## config.mk

```make
export PLATFORM = sky130hd
export DESIGN_NAME = button_event_queue
export DESIGN_NICKNAME = d
export VERILOG_FILES = /design/src/rtl/button_event_queue_pkg.sv /design/src/rtl/button_event_queue_sync_fifo.sv /design/src/rtl/button_event_queue.sv
export SDC_FILE = /design/constraint.sdc
export NUM_CORES = 1
export LEC_CHECK = 0
export ABC_AREA = 1
export CAP_MARGIN = 0
export CORE_MARGIN = 4
export CORE_UTILIZATION = 54
export CTS_BUF_LIST = sky130_fd_sc_hd__clkbuf_2
export DETAILED_ROUTE_END_ITERATION = 12
export HOLD_SLACK_MARGIN = 0.06
export PLACE_DENSITY = 0.74
export RECOVER_POWER = 50
export SYNTH_ARGS = -nofsm -noshare
export SYNTH_HDL_FRONTEND = slang
export SYNTH_SLANG_ARGS = --single-unit
```

## constraint.sdc

```tcl
create_clock -name clk -period 1.8 [get_ports clk]
set_input_delay 0.36 -clock clk [delete_from_list [all_inputs] [get_ports clk]]
set_output_delay 0.36 -clock clk [all_outputs]
set_load 0.02 [all_outputs]
```

## src/rtl/button_event_queue_pkg.sv

```systemverilog
// Event byte layout shared by the button event queue and the I2C register map.
// An event byte is {seq, idx}: the push sequence number above the button index.
package button_event_queue_pkg;

   localparam int EVT_W = 8;
   localparam int SEQ_W = 4;
   localparam int IDX_W = 4;
   localparam int IDX_LSB = 0;
   localparam int SEQ_LSB = IDX_W;

   typedef struct packed {
      logic [SEQ_W-1:0] seq;
      logic [IDX_W-1:0] idx;
   } evt_t;

   function automatic evt_t make_evt(input logic [SEQ_W-1:0] seq,
                                     input logic [IDX_W-1:0] idx);
      evt_t e;
      e.seq = seq;
      e.idx = idx;
      return e;
   endfunction

endpackage

```

## src/rtl/button_event_queue_sync_fifo.sv

```systemverilog
// First-word-fall-through synchronous FIFO with separately tracked occupancy.
// The head reads as zero while empty; push and pop in one cycle are legal when full.
module sync_fifo #(
   parameter int WIDTH      = 8,
   parameter int DEPTH_LOG2 = 3
) (
   input  logic                  clk,
   input  logic                  rst_n,
   input  logic                  push,
   input  logic [WIDTH-1:0]      push_data,
   input  logic                  pop,
   output logic [WIDTH-1:0]      head,
   output logic                  full,
   output logic                  empty,
   output logic [DEPTH_LOG2:0]   count
);

   localparam int DEPTH = 1 << DEPTH_LOG2;

   logic [WIDTH-1:0]      mem [DEPTH];
   logic [DEPTH_LOG2-1:0] rd_ptr;
   logic [DEPTH_LOG2-1:0] wr_ptr;
   logic                  do_push;
   logic                  do_pop;

   assign empty   = (count == '0);
   assign full    = (count == (DEPTH_LOG2+1)'(DEPTH));
   assign do_pop  = pop & ~empty;
   assign do_push = push & (~full | do_pop);
   assign head    = empty ? '0 : mem[rd_ptr];

   // NOTE: storage is deliberately not reset; emptiness is decided by count alone.
   always_ff @(posedge clk) begin
      if (do_push) mem[wr_ptr] <= push_data;
   end

   // NOTE: sequential state uses non-blocking assignments so every register
   // samples the pre-edge values regardless of statement order.
   always_ff @(posedge clk) begin
      if (!rst_n) begin
         rd_ptr <= '0;
         wr_ptr <= '0;
         count  <= '0;
      end else begin
         if (do_push) wr_ptr <= wr_ptr + 1'b1;
         if (do_pop)  rd_ptr <= rd_ptr + 1'b1;
         case ({do_push, do_pop})
            2'b10:   count <= count + 1'b1;
            2'b01:   count <= count - 1'b1;
            default: count <= count;
         endcase
      end
   end

endmodule

```

## src/rtl/button_event_queue.sv

```systemverilog
// Collects debounced press strobes into a pending set, serialises them lowest
// index first and queues them as {seq, idx} event bytes for a valid/ack reader.
module button_event_queue
   import button_event_queue_pkg::*;
#(
   parameter int NUM_BTN    = 4,
   parameter int DEPTH_LOG2 = 3
) (
   input  logic                  clk,
   input  logic                  rst_n,
   input  logic [NUM_BTN-1:0]    btn_e,
   output logic                  evt_valid,
   output logic [EVT_W-1:0]      evt_data,
   input  logic                  evt_ack,
   output logic [DEPTH_LOG2:0]   evt_count,
   output logic                  overflow,
   input  logic                  ovf_clr
);

   logic [NUM_BTN-1:0] pending;
   logic [NUM_BTN-1:0] push_mask;
   logic [IDX_W-1:0]   push_idx;
   logic               any_pending;
   logic               push_en;
   logic               pop_en;
   logic               loss;
   logic               full;
   logic               empty;
   logic [SEQ_W-1:0]   seq;
   evt_t               head_evt;

   // NOTE: every variable gets a default before the loop so no latch is inferred.
   always_comb begin
      any_pending = 1'b0;
      push_idx    = '0;
      for (int i = NUM_BTN - 1; i >= 0; i--) begin
         if (pending[i]) begin
            any_pending = 1'b1;
            push_idx    = IDX_W'(i);
         end
      end
   end

   assign pop_en    = evt_ack & ~empty;
   assign push_en   = any_pending & (~full | pop_en);
   assign push_mask = push_en ? (NUM_BTN'(1) << push_idx) : '0;
   // A strobe on a bit that is being pushed this cycle simply re-arms it.
   assign loss      = |(btn_e & pending & ~push_mask);

   always_ff @(posedge clk) begin
      if (!rst_n) begin
         pending  <= '0;
         seq      <= '0;
         overflow <= 1'b0;
      end else begin
         pending <= (pending & ~push_mask) | btn_e;
         if (push_en) seq <= seq + 1'b1;
         if (loss)         overflow <= 1'b1;
         else if (ovf_clr) overflow <= 1'b0;
      end
   end

   sync_fifo #(
      .WIDTH      (EVT_W),
      .DEPTH_LOG2 (DEPTH_LOG2)
   ) u_fifo (
      .clk       (clk),
      .rst_n     (rst_n),
      .push      (push_en),
      .push_data (make_evt(seq, push_idx)),
      .pop       (pop_en),
      .head      (head_evt),
      .full      (full),
      .empty     (empty),
      .count     (evt_count)
   );

   assign evt_valid = ~empty;
   assign evt_data  = head_evt;

endmodule

```

==> impl_metrics.py <==
metrics = {
    "outcome": {
        "status": "finished with violations",
        "violations": "negative setup slack",
    },
    "worst_setup_path": {
        "start_kind": "flip-flop",
        "cp_cell_sequence": "buf_12, buf_12, mux2i_2, o22ai_2, nor2_1, nor2_1, buf_4",
        "cp_data_required_time_ps": 1440,
        "worst_path_largest_cell_delay_ps": 370,
        "crit_family": "buffers and inverters",
        "crit_slowest_cell": "dfxtp_2",
        "cp-end-kind": "output pin",
        "r2r_start": "u_fifo.count[1]",
        "reg2reg_depth": 13,
        "arrival_ps": 1800,
        "reg2reg_to": "u_fifo.count[2]",
        "cp_num_buf_inv": 3,
        "crit_fanout": 16,
        "regToRegSetupSlack_ps": -310,
        "path_class": "flip-flop to output pin",
    },
    "synthesis": {
        "synth_area_mm2": 0.003000,
        "netlist_instances": 291,
        "avgSynthCellArea_um2": 10.31,
        "synth_top_family_by_area": "simple AND/OR/NAND/NOR gates",
        "synth_warnings": 0,
        "yosysTopAreaCell": "edfxtp_1",
        "synth_compound_area_share_pct": 10.18,
        "muxShareOfSynthArea_pct": 2.002,
        "netlist.area_leader.share_pct": 48.04,
        "yosys-top-cells-area": "edfxtp_1, dfxtp_1, nor2_1, o21ai_0, nand2_1",
        "synth_xor_xnor_area_share_pct": 0.8757,
        "synth_seq_cells": 70,
        "yosys.area_share.simple_pct": 16.43,
        "synth.yosys.seq_area_share_pct": 62.72,
        "synthAdderAreaFrac_pct": 2.502,
        "synth_cell_type_count": 27,
    },
    "floorplan": {
        "core_area_mm2": 0.005238,
        "die_y_um": 82.54,
        "start_util_pct": 57.29,
        "die_area_mm2": 0.006813,
        "rows": 26,
        "die_w_um": 82.54,
        "io_pins": 22,
    },
    "routing": {
        "firstDrtPassIters": 4,
        "drt_iter0_drc": 201,
        "wire_per_inst_um": 14.47,
        "wirelength_um": 6065,
        "detailroute.via_count": 2172,
        "drc": 0,
        "viasPerCell": 5.184,
        "antenna_left": 0,
    },
    "grt": {
        "grt_pass1_wl_um": 9535,
        "grt_usage_pct": 19.57,
        "grt_max_degree": 25,
        "grt_antenna_before_repair": 0,
        "first_global_vias": 2000,
        "grt_overflow_total": 0,
    },
    "clock_tree": {
        "clock_sinks": 70,
        "cts_hold_buf": 0,
        "clkTransAtPathRegs_ps": 170,
        "cts_buffer_depth": 2,
        "post_cts_buffers": 0,
        "cts_buffers": 9,
        "cts_tree": "yes",
        "cts_root_buffer": "clkbuf_2",
        "insertion_delay_ps": 490,
        "cts-htree-levels": 3,
    },
    "sta": {
        "tns_ps": -5238,
        "setup_viol": 59,
        "clock_skew_ps": 20.44,
        "clock.fmax_mhz": 463.2,
        "grt_setup_unrepaired": "yes",
        "post-route-period-util_pct": 120.0,
        "fin_ws_ps": -359.1,
        "fin_crit_ps": 2159,
        "final-hold-violation-count": 0,
        "drv_slew": 0,
    },
    "placed_design": {
        "placed_area_mm2": 0.003535,
        "gp_congestion": 0.7904,
        "dp.cells": 402,
        "place_ws_ps": -313.1,
        "dpl.hpwl_um": 4095,
        "portBuffers": 19,
    },
    "flow_run": {
        "drv_cap": 0,
    },
    "hold_path": {
        "min_path_cells": 3,
        "holdPathEnd": "pending[0]",
        "hold_path_class": "input port to flip-flop",
        "hp-start": "btn_e[0]",
    },
    "pwr": {
        "p_total_mw": 4.973,
        "ir_drop_mv": 1.050,
        "power.leakage_nw": 1.447,
        "p_per_area_mw_per_mm2": 1346,
    },
    "finish": {
        "fin_nets": 358,
        "final-seq-area_mm2": 0.001889,
        "final_common_cell": "nor2_1",
        "post-route-cell-area_mm2": 0.003694,
        "final_cell_mix": "nor2_1, edfxtp_1, nand2_1",
        "antenna_cells": 0,
        "final_layout_size_suffix_gt1_share_pct": 24.64,
        "multi_input_area_mm2": 0.001099,
        "n_fill_cell": 397,
        "fin_cells": 419,
        "area_growth_pct": 23.10,
    },
}
[state kept, by name, summed over array words and instances (netlist names), named ones only]
signal         flops
u_fifo.wr_ptr      3
u_fifo.count       4
u_fifo.mem        48
pending            4
u_fifo.rd_ptr      3
seq                4
overflow           1
[area by class of cell]
cell class / count / area share [%]
Clock buffer: 11 / 1.491
Clock inverter: 5 / 1.355
Inverter: 23 / 2.642
Multi-Input combinational cell: 190 / 29.74
Sequential cell: 70 / 51.15
Tap cell: 70 / 2.371
Timing Repair Buffer: 50 / 11.25
[worst register-to-register path, stage by stage (launching register included)]
cell and delay [ps]:
dfxtp_4 380, nor2_1 260, nand3_4 190, nand2_4 100, clkinvlp_2 140, ha_4 220, nand2_4 70, inv_4 40
nor2_4 90, ha_2 180, a21oi_2 40, xnor2_1 120, o21ai_1 140, inv_1 60
[cells by family after synthesis]
group / Yosys count
other cells: 1
buf+inv: 32
compound gates: 58
flops: 70
xor+xnor: 3
mux: 6
fa+ha+maj: 6
simple gates: 115
[synth_stat cells, drive strengths merged]
library cell and n:
nand4 2, nand2 31, buf 9, mux2i 6
nand3 13, conb 1, xor2 1, o21ai 37
edfxtp 48, clkinv 2, o22ai 6, a21oi 15
ha 6, xnor2 2, inv 21, dfxtp 22
nor2 69
[through the flow]
stage,hold slack [ps],util [%]
6_report,457.7,70.52
3_5_place_dp,459.3,67.49
4_1_cts,420.4,69.64
3_3_place_gp,450.3,67.49
2_1_floorplan,433.4,-
5_1_grt,436.0,70.52
[metal layers]
| layer | vias to the layer above | routed length [um] | global-route usage, % |
|---|---|---|---|
| met3 | 9 | 344 | 5.206 |
| met1 | 1003 | 2691 | 26.10 |
| li1 | 1097 | - | - |
| met2 | 63 | 2943 | 30.45 |
| met5 | - | 0 | 0 |
| met4 | 0 | 85 | 7.843 |
[worst max-delay path by stage]
stage	from	endpoint	slack (ps)	cells after the start
floorplan	u_fifo.count[1]	u_fifo.count[2]	-30	13
global placement	evt_ack	u_fifo.count[2]	-260	13
detailed placement	evt_ack	u_fifo.count[2]	-310	13
CTS	flip-flop	evt_data[6]	-380	7
global route	flip-flop	evt_data[0]	-500	8
finish	flip-flop	evt_data[0]	-360	7
[where the power goes]
group	internal (mW)	switching, mW	leakage [nW]
Sequential	1.93	0.130	0.637
Clock	0.321	0.510	0.0670
Combinational	0.871	1.21	0.743
[what timing repair did]
item                                    CTS  global route
endpoints found under the setup margin   15            12
endpoints found under the hold margin     0             0
gates cloned                              0             1
pin swaps                                 8             4
gates resized for setup                  49            23
Note: power is estimated with default switching activity, not from simulation.
